File: config.mk
export PLATFORM = sky130hd
export DESIGN_NAME = approx_avg_stream_flat
export DESIGN_NICKNAME = d
export VERILOG_FILES = /design/src/rtl/approx_avg_stream_pkg.sv /design/src/rtl/approx_avg_stream_if.sv /design/src/rtl/approx_avg_stream_sel.sv /design/src/rtl/approx_avg_stream.sv /design/src/flat_wrapper.sv
export SDC_FILE = /design/constraint.sdc
export NUM_CORES = 1
export LEC_CHECK = 0
export CAP_MARGIN = 20
export CORE_AREA = 4 4 175 177
export CTS_BUF_LIST = sky130_fd_sc_hd__clkbuf_8
export DETAILED_ROUTE_END_ITERATION = 6
export DIE_AREA = 0 0 179 181
export GPL_ROUTABILITY_DRIVEN = 0
export PLACE_DENSITY_LB_ADDON = 0.05
export SLEW_MARGIN = 10
export SYNTH_ARGS = -nofsm -noshare
export SYNTH_HDL_FRONTEND = slang
export SYNTH_HIERARCHICAL = 1
export SYNTH_SLANG_ARGS = --single-unit
File: constraint.sdc
create_clock -name clk -period 18.7 [get_ports clk]
set_clock_uncertainty 0.1 [all_clocks]
set_input_delay 1.87 -clock clk [delete_from_list [all_inputs] [get_ports clk]]
set_output_delay 1.87 -clock clk [all_outputs]
set_load 0.03 [all_outputs]
File: src/rtl/approx_avg_stream_pkg.sv
// Shared constants and width helpers for the approximate-averaging stream filter.
package approx_avg_pkg;

  // Ceiling log2, usable in constant expressions.
  function automatic int clog2(input int v);
    int r;
    r = 0;
    while ((1 << r) < v) r++;
    return r;
  endfunction

  // Running window sum: WIN full-scale samples plus one bit of margin.
  function automatic int calc_sum_w(input int data_w, input int win);
    return data_w + clog2(win) + 1;
  endfunction

  // Stage-2 accumulator: sum + WIN*appr, at most twice the largest window sum.
  function automatic int calc_acc_w(input int data_w, input int win);
    return data_w + clog2(win) + 2;
  endfunction

  // Fill counter must be able to hold the value WIN itself.
  function automatic int calc_cnt_w(input int win);
    return clog2(win + 1);
  endfunction

  localparam int DEF_DATA_W       = 8;
  localparam int DEF_WIN          = 9;
  localparam int DEF_SH           = 3;
  localparam int DEF_EMIT_PARTIAL = 0;

  localparam int SUM_W = calc_sum_w(DEF_DATA_W, DEF_WIN);
  localparam int ACC_W = calc_acc_w(DEF_DATA_W, DEF_WIN);
  localparam int CNT_W = calc_cnt_w(DEF_WIN);
  localparam int OUT_W = DEF_DATA_W + 2;

endpackage

File: src/rtl/approx_avg_stream_if.sv
// Sample/result bus of the approximate-averaging filter.
//
// Handshake: valid-only, no backpressure. The producer asserts in_valid for
// exactly the cycles whose X must be consumed; every such cycle is taken at
// the next rising edge. flush clears the window on the same edge (and is
// applied before a simultaneous sample). out_valid marks each cycle in which
// Y carries a fresh result; the consumer must take it in that cycle. Y holds
// its previous value whenever out_valid is low.
interface approx_avg_stream_if #(
  parameter int DATA_W = 8
) ();
  logic              in_valid;
  logic [DATA_W-1:0] X;
  logic              flush;
  logic              out_valid;
  logic [DATA_W+1:0] Y;

  modport master (output in_valid, X, flush, input out_valid, Y);
  modport slave  (input in_valid, X, flush, output out_valid, Y);
endinterface

File: src/rtl/approx_avg_stream_sel.sv
// Combinational selector: largest window tap not exceeding avg.
// Leaves whose tap is above avg are masked to zero, then a balanced max tree
// reduces them. A qualifying tap always exists (the minimum never exceeds the
// mean), so a zero from masking can never win wrongly.
module approx_sel
  import approx_avg_pkg::*;
#(
  parameter int DATA_W = 8,
  parameter int WIN    = 9,
  parameter int AVG_W  = 13
) (
  input  logic [DATA_W-1:0] taps [WIN],
  input  logic [AVG_W-1:0]  avg,
  output logic [DATA_W-1:0] appr
);

  localparam int NP = 1 << clog2(WIN);

  // Heap-ordered max tree: node k has children 2k and 2k+1, leaves at NP..2NP-1.
  always_comb begin : tree
    logic [DATA_W-1:0] node [1:2*NP-1];
    for (int k = 1; k < 2 * NP; k++) node[k] = '0;
    for (int i = 0; i < WIN; i++)
      node[NP + i] = (AVG_W'(taps[i]) <= avg) ? taps[i] : '0;
    for (int k = NP - 1; k >= 1; k--)
      node[k] = (node[2*k] >= node[2*k+1]) ? node[2*k] : node[2*k+1];
    appr = node[1];
  end

endmodule

File: src/rtl/approx_avg_stream.sv
// Streaming approximate-averaging filter.
// Stage 0: sliding window + running sum + fill count.
// Stage 1: avg = floor(sum/WIN), appr = largest tap <= avg.
// Stage 2: Y = (sum + WIN*appr) >> SH.
// Optional build macro APPROX_AVG_ROUND_EN: round half up before the shift and
// saturate Y to its full-scale value; without it the shift truncates.
module approx_avg_stream
  import approx_avg_pkg::*;
#(
  parameter int DATA_W       = DEF_DATA_W,
  parameter int WIN          = DEF_WIN,
  parameter int SH           = DEF_SH,
  parameter int EMIT_PARTIAL = DEF_EMIT_PARTIAL
) (
  input logic                 clk,
  input logic                 reset,
  approx_avg_stream_if.slave  bus
);

  localparam int SW = calc_sum_w(DATA_W, WIN);
  localparam int AW = calc_acc_w(DATA_W, WIN);
  localparam int CW = calc_cnt_w(WIN);
  localparam int OW = DATA_W + 2;

  // ---------------- stage 0 ----------------
  logic [DATA_W-1:0] taps [WIN];
  logic [SW-1:0]     sum_q;
  logic [CW-1:0]     cnt_q;
  logic [CW-1:0]     cnt_base;
  logic [CW-1:0]     cnt_nxt;
  logic              v0_q;

  // Next fill count: flush restarts from zero, a sample adds one up to WIN.
  always_comb begin
    cnt_base = bus.flush ? '0 : cnt_q;
    cnt_nxt  = cnt_base;
    if (bus.in_valid && (cnt_base != CW'(WIN))) cnt_nxt = cnt_base + 1'b1;
  end

  // Window shift, running sum and gated valid for the sample just taken.
  always_ff @(posedge clk) begin
    if (reset) begin
      for (int i = 0; i < WIN; i++) taps[i] <= '0;
      sum_q <= '0;
      cnt_q <= '0;
      v0_q  <= 1'b0;
    end else begin
      v0_q  <= bus.in_valid && ((EMIT_PARTIAL != 0) || (cnt_nxt == CW'(WIN)));
      cnt_q <= cnt_nxt;
      if (bus.flush) begin
        for (int i = 1; i < WIN; i++) taps[i] <= '0;
        taps[0] <= bus.in_valid ? bus.X : '0;
        sum_q   <= bus.in_valid ? SW'(bus.X) : '0;
      end else if (bus.in_valid) begin
        for (int i = 1; i < WIN; i++) taps[i] <= taps[i-1];
        taps[0] <= bus.X;
        sum_q   <= sum_q - SW'(taps[WIN-1]) + SW'(bus.X);
      end
    end
  end

  // ---------------- stage 1 ----------------
  logic [SW-1:0]     avg;
  logic [DATA_W-1:0] appr_c;
  logic              s1_v;
  logic [DATA_W-1:0] s1_appr;
  logic [SW-1:0]     s1_sum;

  assign avg = sum_q / SW'(WIN);

  approx_sel #(
    .DATA_W (DATA_W),
    .WIN    (WIN),
    .AVG_W  (SW)
  ) u_sel (
    .taps (taps),
    .avg  (avg),
    .appr (appr_c)
  );

  // Capture the selection and the sum it belongs to.
  always_ff @(posedge clk) begin
    if (reset) begin
      s1_v    <= 1'b0;
      s1_appr <= '0;
      s1_sum  <= '0;
    end else begin
      s1_v <= v0_q;
      if (v0_q) begin
        s1_appr <= appr_c;
        s1_sum  <= sum_q;
      end
    end
  end

  // ---------------- stage 2 ----------------
  logic [AW-1:0] acc;
  logic [OW-1:0] y_nxt;

`ifdef APPROX_AVG_ROUND_EN
  localparam int            RW      = AW + 1;
  localparam int            HALF    = 1 << (SH - 1);
  localparam logic [OW-1:0] OUT_MAX = '1;
  logic [RW-1:0] rnd;
`endif

  // Combine sum and WIN*appr, then scale down to the output width.
  always_comb begin
    acc = AW'(s1_sum) + AW'(WIN) * AW'(s1_appr);
`ifdef APPROX_AVG_ROUND_EN
    rnd   = (RW'(acc) + RW'(HALF)) >> SH;
    y_nxt = (rnd > RW'(OUT_MAX)) ? OUT_MAX : OW'(rnd);
`else
    y_nxt = OW'(acc >> SH);
`endif
  end

  // Output register; Y only moves with a valid result.
  always_ff @(posedge clk) begin
    if (reset) begin
      bus.out_valid <= 1'b0;
      bus.Y         <= '0;
    end else begin
      bus.out_valid <= s1_v;
      if (s1_v) bus.Y <= y_nxt;
    end
  end

endmodule

File: src/flat_wrapper.sv
// flat-port wrapper written by rule: the top's interface ports become plain ports
module approx_avg_stream_flat import approx_avg_pkg::*;
#(
  parameter int DATA_W       = DEF_DATA_W,
  parameter int WIN          = DEF_WIN,
  parameter int SH           = DEF_SH,
  parameter int EMIT_PARTIAL = DEF_EMIT_PARTIAL
)
  (clk, reset, bus_in_valid, bus_X, bus_flush, bus_out_valid, bus_Y);
  approx_avg_stream_if #(.DATA_W(DATA_W)) bus_i ();
  input logic clk;
  input logic reset;
  input wire logic [$bits(bus_i.in_valid)-1:0] bus_in_valid;
  input wire logic [$bits(bus_i.X)-1:0] bus_X;
  input wire logic [$bits(bus_i.flush)-1:0] bus_flush;
  output wire logic [$bits(bus_i.out_valid)-1:0] bus_out_valid;
  output wire logic [$bits(bus_i.Y)-1:0] bus_Y;
  assign bus_i.in_valid = bus_in_valid;
  assign bus_i.X = bus_X;
  assign bus_i.flush = bus_flush;
  assign bus_out_valid = bus_i.out_valid;
  assign bus_Y = bus_i.Y;
  approx_avg_stream #(.DATA_W(DATA_W), .WIN(WIN), .SH(SH), .EMIT_PARTIAL(EMIT_PARTIAL)) u_core (.clk(clk), .reset(reset), .bus(bus_i));
endmodule
==> qor_table.md <==
| Quantity | Value |
|---|---|
| Dominant synthesized flop cell | sky130_fd_sc_hd__dfxtp_1 |
| Worst min-delay path class | flip-flop to flip-flop |
| Unrepaired setup endpoints after global routing | no |
| Floorplan die width | 179 microns |
| Minimum setup slack among reg-to-reg paths | 1.95 ns |
| Cell mode on critical path | sky130_fd_sc_hd__ha_1 |
| FF-to-FF End | u_core/s1_appr[5]$_SDFFE_PP0P_ |
| Hold-critical path endpoint | u_core/bus.Y[7]$_SDFFE_PP0P_ |
| Worst hold path cell count | 2 |
| Port bufs | 22 |
| Top cell type by total area after synthesis | sky130_fd_sc_hd__dfxtp_1 |
| Worst-path fanout max | 23 |
| FF/Latch Area | 2460 sq um |
| Commonest non-fill, non-tap cells in the layout | 177 x sky130_fd_sc_hd__ha_1, 171 x sky130_fd_sc_hd__nor2_1, 141 x sky130_fd_sc_hd__inv_1 |
| Maximum ir drop on the vdd rail | 0.0000906 V |
| Power per unit of standard cell area | 108 nW/um^2 |
| Number of diodes added for antenna fixing | 0 |
| Largest cells by area after synthesis | sky130_fd_sc_hd__dfxtp_1 19%, sky130_fd_sc_hd__ha_1 17%, sky130_fd_sc_hd__mux2i_1 11% |
| Syn_area_per_cell | 8.13 sq um |
| Number of violations of the max-capacitance limit | 0 |
| Average wire per standard cell | 18.7 microns |
| CTS sink cnt | 123 |
| Number of nets still failing antenna checks after routing | 0 |
| Antenna violations before repair | 0 |
| Share of Yosys cell area claimed by the top area cell type | 19.1% |
| Worst-skew pair later-pin latency | 0.45 ns |
| Maximum level of the CTS H-tree | 4 |
| Sequential element share of the synthesized area | 19.1% |
| Fin Hold WS | 0.398 ns |
| Final hold violation count | 0 |
| CTS Buf Count | 17 |
| Global-route wire length before repair | 59,700 microns |
| Nets | 1,775 |
| Unique cell type count in the Yosys netlist | 107 |
| Clock tree root driver cell | sky130_fd_sc_hd__clkbuf_8 |
| Number of cells upsized or downsized after cts | 0 |
| Actual transition at the worst max-transition pin | 0.947 ns |
| Worst setup EP type | flip-flop |
| Leak | 5.99 nW |
| Initial Utilization | 44.1% |
| Final HPWL from detailed placement | 27,900 microns |
| Flops & latches, synth | 123 |
| Via density | 5.86 |
| Final wirelength | 36,900 microns |
| Pins over their slew limit | 0 |
| DRT iter0 DRCs | 768 |
| Most frequent standard cell in the layout excluding fill and tap cells | sky130_fd_sc_hd__ha_1 |
| Post-synth EDFFs | 0 |
| Post-Synthesis Cell Area | 12,900 sq um |
| Total Neg Setup Slack | 0 ns |
| Cell count after synthesis | 1,585 |
| Arrival time at the worst endpoint | 16.97 ns |
| Count of cells along the worst register-to-register path | 59 |
| Via count of the first global-routing pass | 11,117 |
| Worst Setup Start Kind | flip-flop |
| Number of buffers inserted by post-CTS setup repair | 0 |
| Final count of negative-setup-slack endpoints | 0 |
| Die span in y | 181 microns |
| Clock slew seen by the registers of the worst setup and hold paths | 0.08 ns |
| Pin count of the biggest net entering global routing | 70 |
| Area of combinational cells with multiple inputs | 9620 sq um |
| Worst setup path class | flip-flop to flip-flop |
| Number of buffers on the longest clock path | 2 |
| Die outline area | 32,400 sq um |
| Yosys warning count | 6 |
| Power Total | 1.49 mW |
| Number of ports placed on the die boundary | 23 |
| Total of hold buffers inserted after clock tree synthesis | 0 |
| Ratio of cells with drive above 1 in the final layout | 6.81% |
| Time the worst path needs with I/O delays and setup | 16.75 ns |
| Max stage delay cell, worst path | sky130_fd_sc_hd__dfxtp_1 |
| Reg2reg start | u_core/sum_q[11]$_SDFFE_PP0P_ |
| Via total after detailed routing | 11,578 |
| Number of iterations in the first detailed-routing pass | 5 |
| Final global-route overflow total | 0 |
| Share of synthesized flip-flops with an asynchronous set or reset | 0% |
| Hold path start | u_core/bus.Y[7]$_SDFFE_PP0P_ |
| Data required, critical path | 18.92 ns |
| Total DRC errors in the routed layout | 0 |
| Fillers | 2,945 |
| Final Instance Count excl. Fillers | 1,976 |
| Synthesis-to-layout area growth | 7.30% |
| TritonCTS clock tree | done |
| Outcome | completed |
| Total placed cells including tap cells | 1,944 |
| Worst slew slack as a fraction of its limit | 36.9% |
| Maximum clock frequency | 59.7 MHz |
| Largest stage delay, worst path | 0.76 ns |
| Overall Global Routing Usage | 22.7% |
| Share of the clock period used by the worst path after layout | 89.6% |
| Std cell rows | 63 |
| Floorplan core area | 29,200 sq um |
[cells in the mapped netlist, types with 6 or more instances]
library cell,instances
sky130_fd_sc_hd__a211oi_1,17
sky130_fd_sc_hd__buf_1,10
sky130_fd_sc_hd__nor3_1,26
sky130_fd_sc_hd__nand2b_1,14
sky130_fd_sc_hd__a21o_1,20
sky130_fd_sc_hd__clkbuf_1,44
sky130_fd_sc_hd__a41oi_1,8
sky130_fd_sc_hd__o211ai_1,14
sky130_fd_sc_hd__and2_1,10
sky130_fd_sc_hd__o31ai_1,7
sky130_fd_sc_hd__o22ai_1,9
sky130_fd_sc_hd__o2111ai_1,6
sky130_fd_sc_hd__o21ai_1,14
sky130_fd_sc_hd__o21a_1,16
sky130_fd_sc_hd__buf_2,10
sky130_fd_sc_hd__nor2b_1,13
sky130_fd_sc_hd__o21ai_0,126
sky130_fd_sc_hd__dfxtp_1,123
sky130_fd_sc_hd__a31oi_1,9
sky130_fd_sc_hd__fa_1,13
sky130_fd_sc_hd__mux2_2,10
sky130_fd_sc_hd__a22oi_1,20
sky130_fd_sc_hd__nor3b_1,12
sky130_fd_sc_hd__xnor2_1,30
sky130_fd_sc_hd__xor2_1,13
sky130_fd_sc_hd__a21oi_1,69
sky130_fd_sc_hd__mux2i_1,136
sky130_fd_sc_hd__nand4_1,35
sky130_fd_sc_hd__ha_1,177
sky130_fd_sc_hd__nor2_1,171
sky130_fd_sc_hd__o221ai_1,19
sky130_fd_sc_hd__nand3_1,32
sky130_fd_sc_hd__nand2_1,74
sky130_fd_sc_hd__inv_1,140
sky130_fd_sc_hd__and3_1,7
[sequential cells by signal, summed over array words and instances, names as in the netlist]
name	count
u_core/sum_q	13
u_core/v0_q	1
u_core/cnt_q	4
u_core/bus.Y	10
u_core/s1_v	1
u_core/bus.out_valid	1
u_core/s1_appr	8
u_core/taps	72
u_core/s1_sum	13
[where the power goes]
| group | switching, mW | internal [mW] |
|---|---|---|
| combinational | 0.619 | 0.348 |
| sequential | 0.0109 | 0.265 |
| clock | 0.119 | 0.130 |
| total | 0.749 | 0.744 |
[worst max-delay path by stage]
stage | from | to | depth (start not counted)
final | u_core/sum_q[11]$_SDFFE_PP0P_ | u_core/s1_appr[5]$_SDFFE_PP0P_ | 59
after global routing | u_core/sum_q[11]$_SDFFE_PP0P_ | u_core/s1_appr[5]$_SDFFE_PP0P_ | 59
after CTS | u_core/sum_q[11]$_SDFFE_PP0P_ | u_core/s1_appr[5]$_SDFFE_PP0P_ | 59
after detailed placement | u_core/sum_q[11]$_SDFFE_PP0P_ | u_core/s1_appr[1]$_SDFFE_PP0P_ | 59
after global placement | u_core/sum_q[11]$_SDFFE_PP0P_ | u_core/s1_appr[5]$_SDFFE_PP0P_ | 62
after floorplan | u_core/sum_q[10]$_SDFFE_PP0P_ | u_core/s1_appr[1]$_SDFFE_PP0P_ | 63
[final cells by class]
cell class | count | share of cell area, %
Multi-Input combinational cell | 1253 | 69.6
Sequential cell | 123 | 17.8
Inverter | 145 | 3.94
Tap cell | 390 | 3.53
Timing Repair Buffer | 33 | 2.14
Clock buffer | 20 | 1.99
Clock inverter | 12 | 1.00
[worst max-delay path: cells and delay by family, from the launching register on]
family | cells | cell delay, ns
AO/OA/AOI/OAI | 30 | 7.84
AND/OR/NAND/NOR | 14 | 3.89
multiplexers | 3 | 0.93
adder cells (fa/ha/maj) | 7 | 1.94
flip-flops | 1 | 0.76
buffers and inverters | 5 | 1.12
[stage by stage]
| stage | setup slack (ns) | utilization [%] | instance area [sq um] |
|---|---|---|---|
| floorplan | 4.90 | - | 12900 |
| global placement | 2.56 | 45.9 | 13400 |
| detailed placement | 2.29 | 45.9 | 13400 |
| CTS | 2.22 | 47.3 | 13800 |
| global route | 0.759 | 47.3 | 13800 |
| finish | 1.95 | 47.3 | 13800 |
[cell families after synthesis]
kind of cell	Yosys count	synth area share, %
DFF	123	19.1
buffers and inverters	211	6.33
muxes	147	11.6
and+or+nand+nor	435	17.2
xor gates and xnor gates	45	3.22
AOI/OAI and AO/OA	429	22.9
adders and majority gates	194	19.5
other	1	0.0291
[layer usage]
layer / wire [microns] / share of wire, % / track usage (%) / up-vias
li1: - / - / - / 5780
met1: 17300 / 47 / 30.6 / 5526
met2: 18000 / 49 / 38.5 / 229
met3: 1000 / 2.7 / 2.74 / 43
met4: 572 / 1.6 / 5.53 / 0
met5: 0 / 0 / 0 / -
Note: power is estimated with default switching activity, not from simulation.
